## config.mk

```make
export PLATFORM = sky130hd
export DESIGN_NAME = div_up
export DESIGN_NICKNAME = d
export VERILOG_FILES = /design/src/rtl/div_up_pkg.sv /design/src/rtl/div_up.sv
export SDC_FILE = /design/constraint.sdc
export NUM_CORES = 1
export LEC_CHECK = 0
export CELL_PAD_IN_SITES_DETAIL_PLACEMENT = 1
export CELL_PAD_IN_SITES_GLOBAL_PLACEMENT = 1
export CORE_MARGIN = 3
export CORE_UTILIZATION = 39
export DETAILED_ROUTE_END_ITERATION = 8
export PLACE_DENSITY_LB_ADDON = 0.15
export REMOVE_ABC_BUFFERS = 1
export SLEW_MARGIN = 20
export SYNTH_ARGS = -nofsm -noshare
export SYNTH_HDL_FRONTEND = slang
export SYNTH_SLANG_ARGS = --single-unit
```

## constraint.sdc

```tcl
create_clock -name clk -period 2.7 [get_ports clk]
set_clock_uncertainty 0.15 [all_clocks]
set_input_delay 0.54 -clock clk [delete_from_list [all_inputs] [get_ports clk]]
set_output_delay 0.54 -clock clk [all_outputs]
set_load 0.02 [all_outputs]
```

## src/rtl/div_up_pkg.sv

```systemverilog
// Shared ALU package: default operand width and the divider state encoding.
package div_up_pkg;

    localparam int unsigned DIV_WIDTH = 8;

    typedef logic [1:0] div_state_t;

    localparam div_state_t IDLE = 2'd0;
    localparam div_state_t RUN  = 2'd1;
    localparam div_state_t DONE = 2'd2;

endpackage

```

## src/rtl/div_up.sv

```systemverilog
// Unsigned multi-cycle restoring divider: one quotient bit per clock, MSB first,
// with a single-cycle done pulse and a divide-by-zero shortcut.
module div_up
    import div_up_pkg::*;
#(
    parameter int unsigned WIDTH = DIV_WIDTH
) (
    input  logic             clk,
    input  logic             rst,
    input  logic             start,
    input  logic [WIDTH-1:0] acc_data,
    input  logic [WIDTH-1:0] rd_data,
    output logic [WIDTH-1:0] quot_out,
    output logic [WIDTH-1:0] rem_out,
    output logic             dz_div,
    output logic             busy,
    output logic             done
);

    localparam int unsigned        CNT_W     = $clog2(WIDTH + 1);
    localparam logic [CNT_W-1:0]   LAST_STEP = CNT_W'(WIDTH - 1);

    div_state_t       state_q, state_d;
    logic [CNT_W-1:0] cnt_q, cnt_d;
    logic [WIDTH:0]   prem_q, prem_d;
    logic [WIDTH-1:0] shq_q, shq_d;
    logic [WIDTH-1:0] dvs_q, dvs_d;
    logic [WIDTH-1:0] quot_q, quot_d;
    logic [WIDTH-1:0] rem_q, rem_d;
    logic             dz_q, dz_d;

    logic [WIDTH:0]   shifted;
    logic             sub_ok;
    logic [WIDTH:0]   step_rem;
    logic [WIDTH-1:0] step_quo;
    logic             unused_prem_msb;

    // After every step the partial remainder is below the divisor, so its MSB
    // is always zero and is not carried into the next shift.
    assign unused_prem_msb = prem_q[WIDTH];

    always_comb begin
        shifted  = {prem_q[WIDTH-1:0], shq_q[WIDTH-1]};
        sub_ok   = shifted >= {1'b0, dvs_q};
        step_rem = sub_ok ? (shifted - {1'b0, dvs_q}) : shifted;
        step_quo = {shq_q[WIDTH-2:0], sub_ok};
    end

    always_comb begin
        state_d = state_q;
        cnt_d   = cnt_q;
        prem_d  = prem_q;
        shq_d   = shq_q;
        dvs_d   = dvs_q;
        quot_d  = quot_q;
        rem_d   = rem_q;
        dz_d    = dz_q;
        case (state_q)
            IDLE: begin
                if (start) begin
                    dvs_d  = rd_data;
                    shq_d  = acc_data;
                    prem_d = '0;
                    cnt_d  = '0;
                    if (rd_data == '0) begin
                        state_d = DONE;
                        quot_d  = '1;
                        rem_d   = acc_data;
                        dz_d    = 1'b1;
                    end else begin
                        state_d = RUN;
                        dz_d    = 1'b0;
                    end
                end
            end
            RUN: begin
                prem_d = step_rem;
                shq_d  = step_quo;
                cnt_d  = cnt_q + CNT_W'(1);
                if (cnt_q == LAST_STEP) begin
                    state_d = DONE;
                    quot_d  = step_quo;
                    rem_d   = step_rem[WIDTH-1:0];
                end
            end
            DONE:    state_d = IDLE;
            default: state_d = IDLE;
        endcase
    end

    always_ff @(posedge clk) begin
        if (rst) begin
            state_q <= IDLE;
            cnt_q   <= '0;
            prem_q  <= '0;
            shq_q   <= '0;
            dvs_q   <= '0;
            quot_q  <= '0;
            rem_q   <= '0;
            dz_q    <= 1'b0;
        end else begin
            state_q <= state_d;
            cnt_q   <= cnt_d;
            prem_q  <= prem_d;
            shq_q   <= shq_d;
            dvs_q   <= dvs_d;
            quot_q  <= quot_d;
            rem_q   <= rem_d;
            dz_q    <= dz_d;
        end
    end

    assign quot_out = quot_q;
    assign rem_out  = rem_q;
    assign dz_div   = dz_q;
    assign busy     = (state_q != IDLE);
    assign done     = (state_q == DONE);

endmodule
```

After elaboration in Yosys (flattened, before gate mapping)
Cells that the tools add are included.
Storage, ports and cells
  logic and storage cells: 45
  register bits after elaboration: 47
  output and inout port bits: 19
  bits of input ports: 19
Operators by class
  $add $sub $neg: 2
  order comparisons: 1
  mux-type cells: 20
  equality and inequality tests: 6
  reductions and logical operators: 8
Operators with widths (number)
  $mux 8: 9
  $pmux 8 s2: 4
  $ge 9x8->1: 1
  $logic_not 8->1: 1
  $pmux 4 s2: 1
  $sub 8x8->8: 1
  $mux 2: 3
  $ne 2x2->1 const B: 3
  $reduce_and 2->1: 3
  $add 4x1->4 const B: 1
  $eq 4x3->1 const B: 1
  $mux 4: 1
  $pmux 2 s2: 1
  $reduce_and 4->1: 1
  $reduce_bool 2->1: 2
  $eq 2x1->1 const B: 1
  $eq 2x2->1 const B: 1
  $logic_not 2->1: 1
  $mux 1: 1

Longest topological paths before layout
  depth in word-level cells: 4
  gate-level depth with buffers: 9
  gate-level depth less buffers: 9

Least setup slack after synthesis
Ideal clock, no wire load.
  kind: reg2reg
  start: register shq_q[7]
  end: register rem_q[6] (netlist: rem_out[6])
  setup time: 0.086 ns
  period minus slack after synthesis: 2.294 ns
  setup slack: 0.406 ns
  arrival: 2.058 ns
  stages on the path, launching flop included: 10
  path buffers: 0
  data required time: 2.464 ns
  cells stage by stage: dfxtp_1 inv_1 ha_1 fa_1 nand2b_1 a211oi_1 o21a_1 nor3_1 o31a_2 a211oi_1
Between the ends
  longest elaborated chain between the ends: 4
  elaborated cells on any way between the ends: 5
  classes of those cells: add/sub: 1; order compare: 1; mux: 3
RTL lines
  start: declaration: line div_up.sv:26  | logic [WIDTH-1:0] shq_q, shq_d;
  start signal: assignment: line div_up.sv:105  | shq_q <= shq_d;
  $sub 8x8->8 or $ge 9x8->1 (tied branches): line div_up.sv:45, div_up.sv:44
  $mux 8 *: line div_up.sv:45  | step_rem = sub_ok ? (shifted - {1'b0, dvs_q}) : shifted;
  $mux 8 *: line div_up.sv:80  | if (cnt_q == LAST_STEP) begin
  $pmux 8 s2 *: line div_up.sv:58  | case (state_q)
  end signal: assignment: line div_up.sv:108  | rem_q <= rem_d;
  end: declaration: line div_up.sv:29  | logic [WIDTH-1:0] rem_q, rem_d;
Mark *: on every way between the ends. The rest lies on a longest branch, timed or not. The select of a mux whose other input is x is not followed.
A chain may end at the register's enable or synchronous reset.

Worst setup path in the final report
Same ends and word-level chain as after synthesis.

==> impl_summary.txt <==
----------------------------------------------------
[Run status]
  Result of the run ... completed

[Critical path]
  Startpoint type of the worst setup path ... flip-flop
  Beginning of the critical path ... shq_q[7]
  Kind of end point of the critical path ... flip-flop
  Largest fanout of any net on the critical path ... 4
  Worst Path Required ... 2780 ps
  Capture point of the worst path ... rem_out[6]
  Critical path arrival ... 2590 ps
  Register-to-register path setup slack ... 190 ps
  Worst R2R Start ... shq_q[7]
  Worst reg2reg path endpoint ... rem_out[6]
  Crit Path Class ... flip-flop to flip-flop
  FF-to-FF path depth ... 9

[Cells and area]
  Area used by multi-input combinational logic ... 1280 µm²
  Area occupied by registers ... 941 µm²
  Number of fill cells in the layout ... 707
  Proportion of layout cells with a drive suffix above 1 ... 8.90%
  Final nets ... 365
  Antenna cells ... 0
  Area added between synthesis and finish ... 27.2%
  Fin util ... between 50% and 60%

[Placed design]
  Gp weighted congestion ... 0.810
  Count of buffers inserted at the top-level ports ... 37
  Detailed placer's ending HPWL ... 5170 µm

[Flow run]
  Reported max-cap violation count ... 0

[Clocking]
  Sinks on the clock net ... 47
  Clock insertion delay at the later pin of the skew report ... 310 ps
  Number of clock buffers inserted by TritonCTS ... 5
  Clock tree from TritonCTS ... built
  Root buffer cell ... clkbuf_8
  Buffers inserted by post-CTS timing repair ... 0
  Buffer depth of the longest clock path ... 2
  Clock transition at the registers of the reported paths ... 100 ps
  H-tree lvl count ... 2

[Global route]
  Wire length of the first global-routing pass ... about 11000 µm
  Gr usage total ... just under 20%
  Via count of the first global-routing pass ... between 2000 and 2500
  Number of antenna violations at the first check in global routing ... 0
  Maximum number of pins on one net before global-route repair ... 23
  Total congestion overflow ... 0

[Yosys]
  Top post-synthesis cells by area ... dfxtp_1 41%, nand2_1 9.1%, nor2_1 5.7%
  Warnings from Yosys ... 0
  Sequential area share after synthesis ... 40.7%
  Post-synth top area share ... between 40% and 50%
  Flip-flop and latch count after synthesis ... 47
  Library cell occupying the most area in the post-synthesis netlist ... dfxtp_1
  Cell area after synthesis ... 2310 µm²
  EDFF count, synth ... 0
  Mean Syn Cell Area ... 7.86 µm²
  Most used flip-flop cell after synthesis ... dfxtp_1
  Post-synth ARST share ... 0%
  Most repeated cell in the gate-level netlist after synthesis ... nand2_1
  Post-Syn Instances ... approximately 290
  Number of unique standard cell types used by synthesis ... 40
  Synth top cells by count ... 56 x nand2_1, 47 x dfxtp_1, 35 x nor2_1

[Route]
  Residual DRC count ... 0
  Wire per inst ... about 16 µm
  Overall routed net length ... 6730 µm
  Vias ... 2248
  Number of DRC markers after the initial detailed-route iteration ... 110
  Via/cell ratio ... ~5.5
  Final antenna-violating net count ... 0
  Number of optimization iterations in the first detailed-route pass ... 4

[Timing]
  Number of failing hold endpoints at the final stage ... 0
  Worst rel slew slack ... between 60% and 70%
  Final min period ... 2510 ps
  Number of slew-limit violations in the final report ... 0
  Fmax ... roughly 400 MHz
  Setup repair after global routing missed its margin ... false
  Portion of the clock cycle consumed by the worst path in the final layout ... 93.0%
  Final setup violating endpoints ... 0
  Total negative slack for setup checks ... 0 ps
  Actual slew at the worst max-slew pin ... 580 ps

[Pwr]
  Leakage power total ... 1.09 nW
  Maximum resistive drop on vdd ... 0.000345 V
  Cell Pwr Density ... 685 nW/µm²

[Floorplan]
  Starting utilization of the core area ... 41.2%
  Chip height ... 83.0 µm
  Number of cell rows ... 27
  Core area ... between 5000 and 6000 µm²
  Total die area ... 6880 µm²
  DIE WIDTH ... about 83 µm
  Top-Level Pins ... 38

[Min path]
  Hold crit path type ... flip-flop to flip-flop

----------------------------------------------------
flip-flops by register name, indices dropped and copies added (netlist names):
| register | count |
|---|---|
| dz_div | 1 |
| prem_q | 8 |
| quot_out | 8 |
| cnt_q | 4 |
| state_q | 2 |
| dvs_q | 8 |
| shq_q | 8 |
| rem_out | 8 |
cells by family after synthesis:
logic type	after synthesis	synth area share [%]
flip-flops	47	40.7
multiplexers	1	0.487
AO/OA/AOI/OAI	80	23.1
XOR/XNOR	5	1.90
AND/OR/NAND/NOR	124	23.6
adder cells (fa/ha/maj)	10	5.74
buffers and inverters	27	4.44
cell type report:
| class | instances | share of cell area [%] |
|---|---|---|
| clock buffers | 6 | 2.81 |
| repair buffers | 49 | 15.7 |
| inverters | 13 | 1.66 |
| multi-input cells | 220 | 43.5 |
| flip-flops and latches | 47 | 32.0 |
| well taps | 72 | 3.06 |
| clock inverters | 2 | 1.32 |
stage by stage:
step	instance area [µm²]	setup slack [ps]	hold WS (ps)	std cells	power, W
after floorplan	2260	406	280	280	0.00123
after global placement	2810	148	288	401	0.00144
after detailed placement	2810	75.0	301	401	0.00145
after CTS	2930	146	314	409	0.00201
after global routing	2940	26.4	339	409	0.00214
final	2940	190	310	409	0.00201
layer usage:
| layer | GRT usage (%) | part of all wire, % | vias to the layer above | wire length [µm] |
|---|---|---|---|---|
| met4 | 4.75 | 1.2 | 0 | 78 |
| met5 | 0 | 0 | - | 0 |
| met2 | 31.5 | 47 | 42 | 3180 |
| met3 | 3.67 | 3.6 | 6 | 245 |
| li1 | - | - | 1118 | - |
| met1 | 27.0 | 48 | 1082 | 3230 |
cell usage in the layout (no fill, tap or decap), types with 3 or more instances in the layout:
| cell type | Yosys | routed |
|---|---|---|
| and2_1 | 6 | 6 |
| nand2_1 | 56 | 56 |
| a311oi_1 | 11 | 11 |
| nand3b_1 | 3 | 3 |
| inv_1 | 13 | 13 |
| xor2_1 | 3 | 3 |
| nand3_1 | 3 | 3 |
| clkbuf_8 | 0 | 6 |
| nor2b_1 | 4 | 4 |
| clkdlybuf4s50_1 | 0 | 37 |
| nor3_1 | 6 | 5 |
| ha_1 | 9 | 8 |
| dfxtp_1 | 47 | 47 |
| a31oi_1 | 7 | 7 |
| a21oi_1 | 22 | 22 |
| buf_4 | 0 | 12 |
| a211oi_1 | 12 | 12 |
| o21a_1 | 3 | 3 |
| o21ai_0 | 13 | 13 |
| nor2_1 | 35 | 35 |
| or3_2 | 3 | 3 |
critical path: stages, from the launching register on:
cell	delay, ps
dfxtp_1	340
inv_1	50
ha_1	230
fa_1	430
nand2b_1	190
a211oi_1	310
o21a_1	180
nor3_1	50
o31a_2	300
a211oi_1	220
worst min-delay path by stage:
stage / cells after the start / end / slack [ps] / from
after floorplan: 2 / dvs_q[2] / 280 / dvs_q[2]
after global placement: 2 / rem_out[4] / 290 / rem_out[4]
after detailed placement: 2 / dvs_q[3] / 300 / dvs_q[3]
after CTS: 2 / dvs_q[3] / 310 / dvs_q[3]
after global routing: 2 / dvs_q[6] / 340 / dvs_q[6]
final: 2 / dvs_q[3] / 310 / dvs_q[3]
power by group:
| part | leakage [nW] | switching [W] | internal (W) |
|---|---|---|---|
| registers | 0.383 | 0.0000354 | 0.000736 |
| logic | 0.646 | 0.000388 | 0.000294 |
| clock network | 0.0618 | 0.000256 | 0.000305 |
timing repair:
item	CTS	global route
gates resized for setup	0	3
hold buffers	0	0
setup endpoints to repair	0	5
Power figures use the tool's default switching activity.
